===== src/rtl/shift_reg_sipo_rx_if.sv =====
// Serial-in receive bus: strobe/direction/data/clear from the line side, word + handshake to the consumer.
interface shift_reg_sipo_rx_if #(
    parameter int N = 8
);
    logic         en;
    logic         right;
    logic         serial_i;
    logic         clear;
    logic         ready_i;
    logic [N-1:0] data_o;
    logic         valid_o;
    logic         overrun_o;
    logic         parity_err_o;

    modport master (
        output en, right, serial_i, clear, ready_i,
        input  data_o, valid_o, overrun_o, parity_err_o
    );

    modport slave (
        input  en, right, serial_i, clear, ready_i,
        output data_o, valid_o, overrun_o, parity_err_o
    );
endinterface


===== src/rtl/shift_reg_sipo_rx.sv =====
// Serial-to-parallel receiver: word valid on the edge of its last bit (0 extra latency); a word that completes
// while the previous one is still unconsumed is dropped and flagged sticky overrun. SIPO_PARITY_EN adds an even-parity bit.
module shift_reg_sipo_rx #(
    parameter int N = 8
) (
    input  logic                 clk,
    input  logic                 reset,
    shift_reg_sipo_rx_if.slave   bus
);
    localparam int CW = (N > 2) ? $clog2(N) : 1;

`ifdef SIPO_PARITY_EN
    typedef enum logic {COLLECT = 1'b0, PARITY = 1'b1} state_t;
`else
    typedef enum logic {COLLECT = 1'b0} state_t;
`endif

    state_t         r_state, w_state_nxt;
    logic [N-1:0]   r_shreg, w_shreg_nxt, w_shifted, w_word;
    logic [CW-1:0]  r_cnt, w_cnt_nxt;
    logic           r_dir, w_dir_nxt, w_dir_cur;
    logic [N-1:0]   r_data, w_data_nxt;
    logic           r_valid, w_valid_nxt;
    logic           r_overrun, w_overrun_nxt;
    logic           w_complete;
`ifdef SIPO_PARITY_EN
    logic           r_perr, w_perr_nxt, w_perr_new;
`endif

    always_ff @(posedge clk) begin
        if (reset) begin
            r_state   <= COLLECT;
            r_shreg   <= '0;
            r_cnt     <= '0;
            r_dir     <= 1'b0;
            r_data    <= '0;
            r_valid   <= 1'b0;
            r_overrun <= 1'b0;
`ifdef SIPO_PARITY_EN
            r_perr    <= 1'b0;
`endif
        end else begin
            r_state   <= w_state_nxt;
            r_shreg   <= w_shreg_nxt;
            r_cnt     <= w_cnt_nxt;
            r_dir     <= w_dir_nxt;
            r_data    <= w_data_nxt;
            r_valid   <= w_valid_nxt;
            r_overrun <= w_overrun_nxt;
`ifdef SIPO_PARITY_EN
            r_perr    <= w_perr_nxt;
`endif
        end
    end

    always_comb begin
        w_state_nxt   = r_state;
        w_shreg_nxt   = r_shreg;
        w_cnt_nxt     = r_cnt;
        w_dir_nxt     = r_dir;
        w_complete    = 1'b0;
        w_word        = r_shreg;
        w_data_nxt    = r_data;
        w_valid_nxt   = r_valid;
        w_overrun_nxt = r_overrun;
`ifdef SIPO_PARITY_EN
        w_perr_new    = 1'b0;
        w_perr_nxt    = r_perr;
`endif
        // Direction is sampled only on the first bit of a word; mid-word changes are ignored.
        w_dir_cur = (r_cnt == '0) ? bus.right : r_dir;
        w_shifted = w_dir_cur ? {bus.serial_i, r_shreg[N-1:1]} : {r_shreg[N-2:0], bus.serial_i};

        if (bus.clear) begin
            w_shreg_nxt = '0;
            w_cnt_nxt   = '0;
            w_state_nxt = COLLECT;
        end else if (bus.en) begin
            case (r_state)
                COLLECT: begin
                    w_shreg_nxt = w_shifted;
                    w_dir_nxt   = w_dir_cur;
                    if (r_cnt == CW'(N - 1)) begin
                        w_cnt_nxt = '0;
`ifdef SIPO_PARITY_EN
                        w_state_nxt = PARITY;
`else
                        w_complete  = 1'b1;
                        w_word      = w_shifted;
`endif
                    end else begin
                        w_cnt_nxt = r_cnt + 1'b1;
                    end
                end
`ifdef SIPO_PARITY_EN
                PARITY: begin
                    w_complete  = 1'b1;
                    w_word      = r_shreg;
                    w_perr_new  = (^r_shreg) ^ bus.serial_i;
                    w_state_nxt = COLLECT;
                end
`endif
                default: w_state_nxt = COLLECT;
            endcase
        end

        // Consumer side: a completing word replaces data only if the slot is free or being drained now.
        if (w_complete) begin
            if (!r_valid || bus.ready_i) begin
                w_data_nxt  = w_word;
                w_valid_nxt = 1'b1;
`ifdef SIPO_PARITY_EN
                w_perr_nxt  = w_perr_new;
`endif
            end else begin
                w_overrun_nxt = 1'b1;
            end
        end else if (r_valid && bus.ready_i) begin
            w_valid_nxt = 1'b0;
        end

        if (bus.clear) begin
            w_overrun_nxt = 1'b0;
        end
    end

    assign bus.data_o    = r_data;
    assign bus.valid_o   = r_valid;
    assign bus.overrun_o = r_overrun;
`ifdef SIPO_PARITY_EN
    assign bus.parity_err_o = r_perr;
`else
    assign bus.parity_err_o = 1'b0;
`endif
endmodule


===== src/flat_wrapper.sv =====
// flat-port wrapper written by rule: the top's interface ports become plain ports
module shift_reg_sipo_rx_flat 
#(
    parameter int N = 8
)
  (clk, reset, bus_en, bus_right, bus_serial_i, bus_clear, bus_ready_i, bus_data_o, bus_valid_o, bus_overrun_o, bus_parity_err_o);
  shift_reg_sipo_rx_if #(.N(N)) bus_i ();
  input  logic clk;
  input  logic reset;
  input wire logic [$bits(bus_i.en)-1:0] bus_en;
  input wire logic [$bits(bus_i.right)-1:0] bus_right;
  input wire logic [$bits(bus_i.serial_i)-1:0] bus_serial_i;
  input wire logic [$bits(bus_i.clear)-1:0] bus_clear;
  input wire logic [$bits(bus_i.ready_i)-1:0] bus_ready_i;
  output wire logic [$bits(bus_i.data_o)-1:0] bus_data_o;
  output wire logic [$bits(bus_i.valid_o)-1:0] bus_valid_o;
  output wire logic [$bits(bus_i.overrun_o)-1:0] bus_overrun_o;
  output wire logic [$bits(bus_i.parity_err_o)-1:0] bus_parity_err_o;
  assign bus_i.en = bus_en;
  assign bus_i.right = bus_right;
  assign bus_i.serial_i = bus_serial_i;
  assign bus_i.clear = bus_clear;
  assign bus_i.ready_i = bus_ready_i;
  assign bus_data_o = bus_i.data_o;
  assign bus_valid_o = bus_i.valid_o;
  assign bus_overrun_o = bus_i.overrun_o;
  assign bus_parity_err_o = bus_i.parity_err_o;
  shift_reg_sipo_rx #(.N(N)) u_core (.clk(clk), .reset(reset), .bus(bus_i));
endmodule

===== config.mk =====
export PLATFORM = sky130hd
export DESIGN_NAME = shift_reg_sipo_rx_flat
export DESIGN_NICKNAME = d
export VERILOG_FILES = /design/src/rtl/shift_reg_sipo_rx_if.sv /design/src/rtl/shift_reg_sipo_rx.sv /design/src/flat_wrapper.sv
export SDC_FILE = /design/constraint.sdc
export NUM_CORES = 1
export LEC_CHECK = 0
export BUFFER_PORTS_ARGS = -buffer_cell sky130_fd_sc_hd__buf_2
export CAP_MARGIN = 5
export CORE_ASPECT_RATIO = 0.6
export CORE_MARGIN = 4
export CORE_UTILIZATION = 49
export CTS_CLUSTER_SIZE = 8
export DETAILED_ROUTE_END_ITERATION = 8
export PLACE_DENSITY = 0.73
export SLEW_MARGIN = 20
export SYNTH_ARGS = -nofsm -noshare
export SYNTH_HDL_FRONTEND = slang
export SYNTH_SLANG_ARGS = --single-unit

===== constraint.sdc =====
create_clock -name clk -period 1.4 [get_ports clk]
set_clock_uncertainty 0.05 [all_clocks]
set_input_delay 0 -clock clk [delete_from_list [all_inputs] [get_ports clk]]
set_output_delay 0 -clock clk [all_outputs]
set_load 0.005 [all_outputs]

==> flow_summary.yaml <==
cells_and_area:
  multi_input_area_um2: 855
  area_growth_pct: 39.8
  fin_nets: 165
  drive_gt1_share_pct: 40.3
  fin_area_um2: 1660
  nFillCells: 132
  diodes: 0
  regArea_um2: 452
timing:
  period_needed_ns: 1.50
  setup_tns_ns: -0.711
  slew_violations: 0
  worst_slack_ns: -0.101
  finalHoldViolCount: 0
  hold_ws_ns: 0.0859
  rsz0062_at_grt: "true"
  fin_crit_sh_pct: 107
  max_freq_mhz: 666
  max_slew_margin_pct: 66.1
  tightest_slew_ns: 0.508
  setup-violations-final: 12
setup_path:
  r2r_start: "u_core.r_cnt[0]"
  worstPathRequired_ns: 1.52
  end_kind: "flip-flop"
  r2r-end: "u_core.bus.data_o[6]"
  critPathMaxFanout: 8
  setup.worst_path.start_class: "flip-flop"
  rrSetupSlack_ns: -0.10
  crit_arrival_ns: 1.62
  r2r_cells: 5
  path_class: "flip-flop to flip-flop"
detailed_routing:
  post_drt_via_cell_ratio: 6.29
  drt_iter0_drc: 227
  vias: 1158
  wirelength_mm: 3.57
  route.detailed.drc: 0
  wl_per_cell_um: 19.4
  drtAntennaViolNets: 0
  dr.pass1.iters: 5
synthesis:
  syn_avg_cell_area_um2: 8.98
  ys_types: 28
  syn_nets: 142
  ys_ff_latch: 22
  ys.warnings.count: 0
  synth_ff_type: "dfxtp_1"
  synthArstFlopShare_pct: 0
  synth_edf_count: 0
  yosys.cell_count.top_type: "dfxtp_1"
  synthCells: 132
  syn-cell-area_um2: 1180
  netlist_top_cells_count: "22 x dfxtp_1, 16 x a31oi_1, 9 x a21oi_1, 9 x nor2b_1, 9 x o21ai_0"
  synth_area_leaders: "dfxtp_1 37%, a31oi_1 8.4%, a311oi_1 5.9%"
  ys_seq_area_share_pct: 37.2
  synth_top_area_share_pct: 37.2
  synth.largest_area_cell: "dfxtp_1"
pwr:
  p_comb_share_pct: 12.9
  power_frac_seq_pct: 45.2
  p_clk_share_pct: 41.9
  swShare_pct: 23.2
  ir_drop_uv: 589
  powerDensity_nw_per_um2: 866
  power.internal_w: 0.00110
  p_sw_w: 0.000332
  leakagePower_nw: 0.612
min_path:
  holdPathStages: 2
  hp-class: "input port to flip-flop"
  hp-start: "reset"
  min_to: "u_core.bus.valid_o"
grt:
  grtUsageTotal_pct: 21.4
  antenna_found_initial: 0
  grt_pass1_wl_mm: 5.27
  overflow: 0
  grt_max_degree: 18
  grt_pass1_vias: 1054
place:
  place_hpwl_mm: 2.11
  gp_congestion: 0.880
  placed_cell_area_um2: 1330
  port_buffers: 16
die:
  fp.dieH_um: 46.1
  num_rows: 13
  core_um2: 2230
  ios: 18
  die-area_um2: 3290
  start_util_pct: 53.2
  die_w_um: 71.5
clock_network:
  clock_latency_ns: 0.27
  htree_levels: 1
  cts_max_path_buffers: 2
  cts_buffers: 3
  clkSinkCount: 22
  clk_pin_slew_ns: 0.09
  clock-root-buffer: "clkbuf_8"
  cts_tree: "yes"
run_status:
  outcome: "complete, but fails checks"
  violations: "negative setup slack"
run:
  drv_cap: 0
-- final cells by class --
type / count / area share (%)
Clock buffer: 3 / 2.49
Clock inverter: 1 / 1.81
Inverter: 3 / 0.680
Multi-Input combinational cell: 95 / 51.6
Sequential cell: 22 / 27.3
Tap cell: 30 / 2.27
Timing Repair Buffer: 30 / 13.9
-- registers in the layout, summed over array words and instances, names as in the netlist --
register	count
u_core.r_cnt	3
u_core.r_shreg	8
u_core.r_dir	1
u_core.bus.data_o	8
u_core.bus.overrun_o	1
u_core.bus.valid_o	1
-- worst max-delay path by stage --
stage | cells past startpoint | from | slack [ns] | end
after floorplan | 6 | u_core.r_cnt[0] | 0.007 | u_core.bus.overrun_o
after global placement | 6 | u_core.r_cnt[0] | -0.21 | u_core.bus.data_o[7]
after detailed placement | 6 | u_core.r_cnt[0] | -0.26 | u_core.bus.data_o[7]
after CTS | 5 | u_core.r_cnt[1] | -0.07 | u_core.bus.data_o[4]
after global routing | 5 | u_core.r_cnt[2] | -0.16 | u_core.bus.data_o[6]
final | 5 | u_core.r_cnt[0] | -0.10 | u_core.bus.data_o[6]
-- per-stage QoR --
| stage | cells | setup slack [ns] | utilization [%] | power, W |
|---|---|---|---|---|
| detailed placement | 175 | -0.257 | 59.8 | 0.000786 |
| global placement | 175 | -0.206 | 59.8 | 0.000783 |
| global route | 184 | -0.161 | 74.3 | 0.00147 |
| finish | 184 | -0.101 | 74.3 | 0.00143 |
| floorplan | 132 | 0.00671 | - | 0.000747 |
| CTS | 183 | -0.0748 | 69.0 | 0.00140 |
-- critical path: stages (launching register included) --
cell and delay, ns:
dfxtp_4 0.37, ha_4 0.16, ha_4 0.15, and3b_2 0.23, and2_4 0.19, a311oi_1 0.26
-- layer usage --
metal,global-route usage [%],up-vias,share of wire (%)
li1,-,538,-
met1,28.9,545,42
met2,33.2,69,46
met3,6.10,6,11
met4,7.12,0,1.1
met5,0,-,0
-- power groups by stage --
stage / registers [W] / clock network [W] / logic, W
floorplan: 0.000661 / 0 / 0.0000854
global placement: 0.000664 / 0 / 0.000119
detailed placement: 0.000665 / 0 / 0.000122
CTS: 0.000647 / 0.000603 / 0.000150
global route: 0.000650 / 0.000627 / 0.000195
finish: 0.000648 / 0.000601 / 0.000185
-- placed cells by master, fill, tap and decap left out, types with 3 or more instances in the layout --
| cell | count |
|---|---|
| a21oi_1 | 7 |
| a311oi_1 | 4 |
| a311oi_2 | 4 |
| a31oi_1 | 10 |
| a31oi_2 | 5 |
| and2_1 | 8 |
| buf_2 | 16 |
| buf_4 | 6 |
| buf_6 | 4 |
| clkbuf_8 | 3 |
| dfxtp_1 | 19 |
| dfxtp_4 | 3 |
| ha_4 | 3 |
| mux2i_1 | 4 |
| nor2_1 | 3 |
| nor2b_1 | 8 |
| nor3_1 | 3 |
| nor4bb_4 | 4 |
| o21ai_0 | 8 |
| o21ai_1 | 8 |
-- cells by family after synthesis --
logic type      after synthesis  synth area share (%)
flops                        22                  37.2
fa+ha+maj                     3                  3.17
other cells                   1                 0.316
compound gates               50                  25.6
buf+inv                      15                  7.50
mux                           4                  3.38
simple gates                 37                  22.9
-- repair_timing --
item | CTS | global route
pin swaps | 13 | 7
hold buffers | 2 | 0
hold endpoints to repair | 4 | 0
endpoints found under the setup margin | 17 | 17
setup buffers | 1 | 1
cloned | 1 | 0
gates resized for setup | 21 | 19
(Power assumes the default switching activity.)
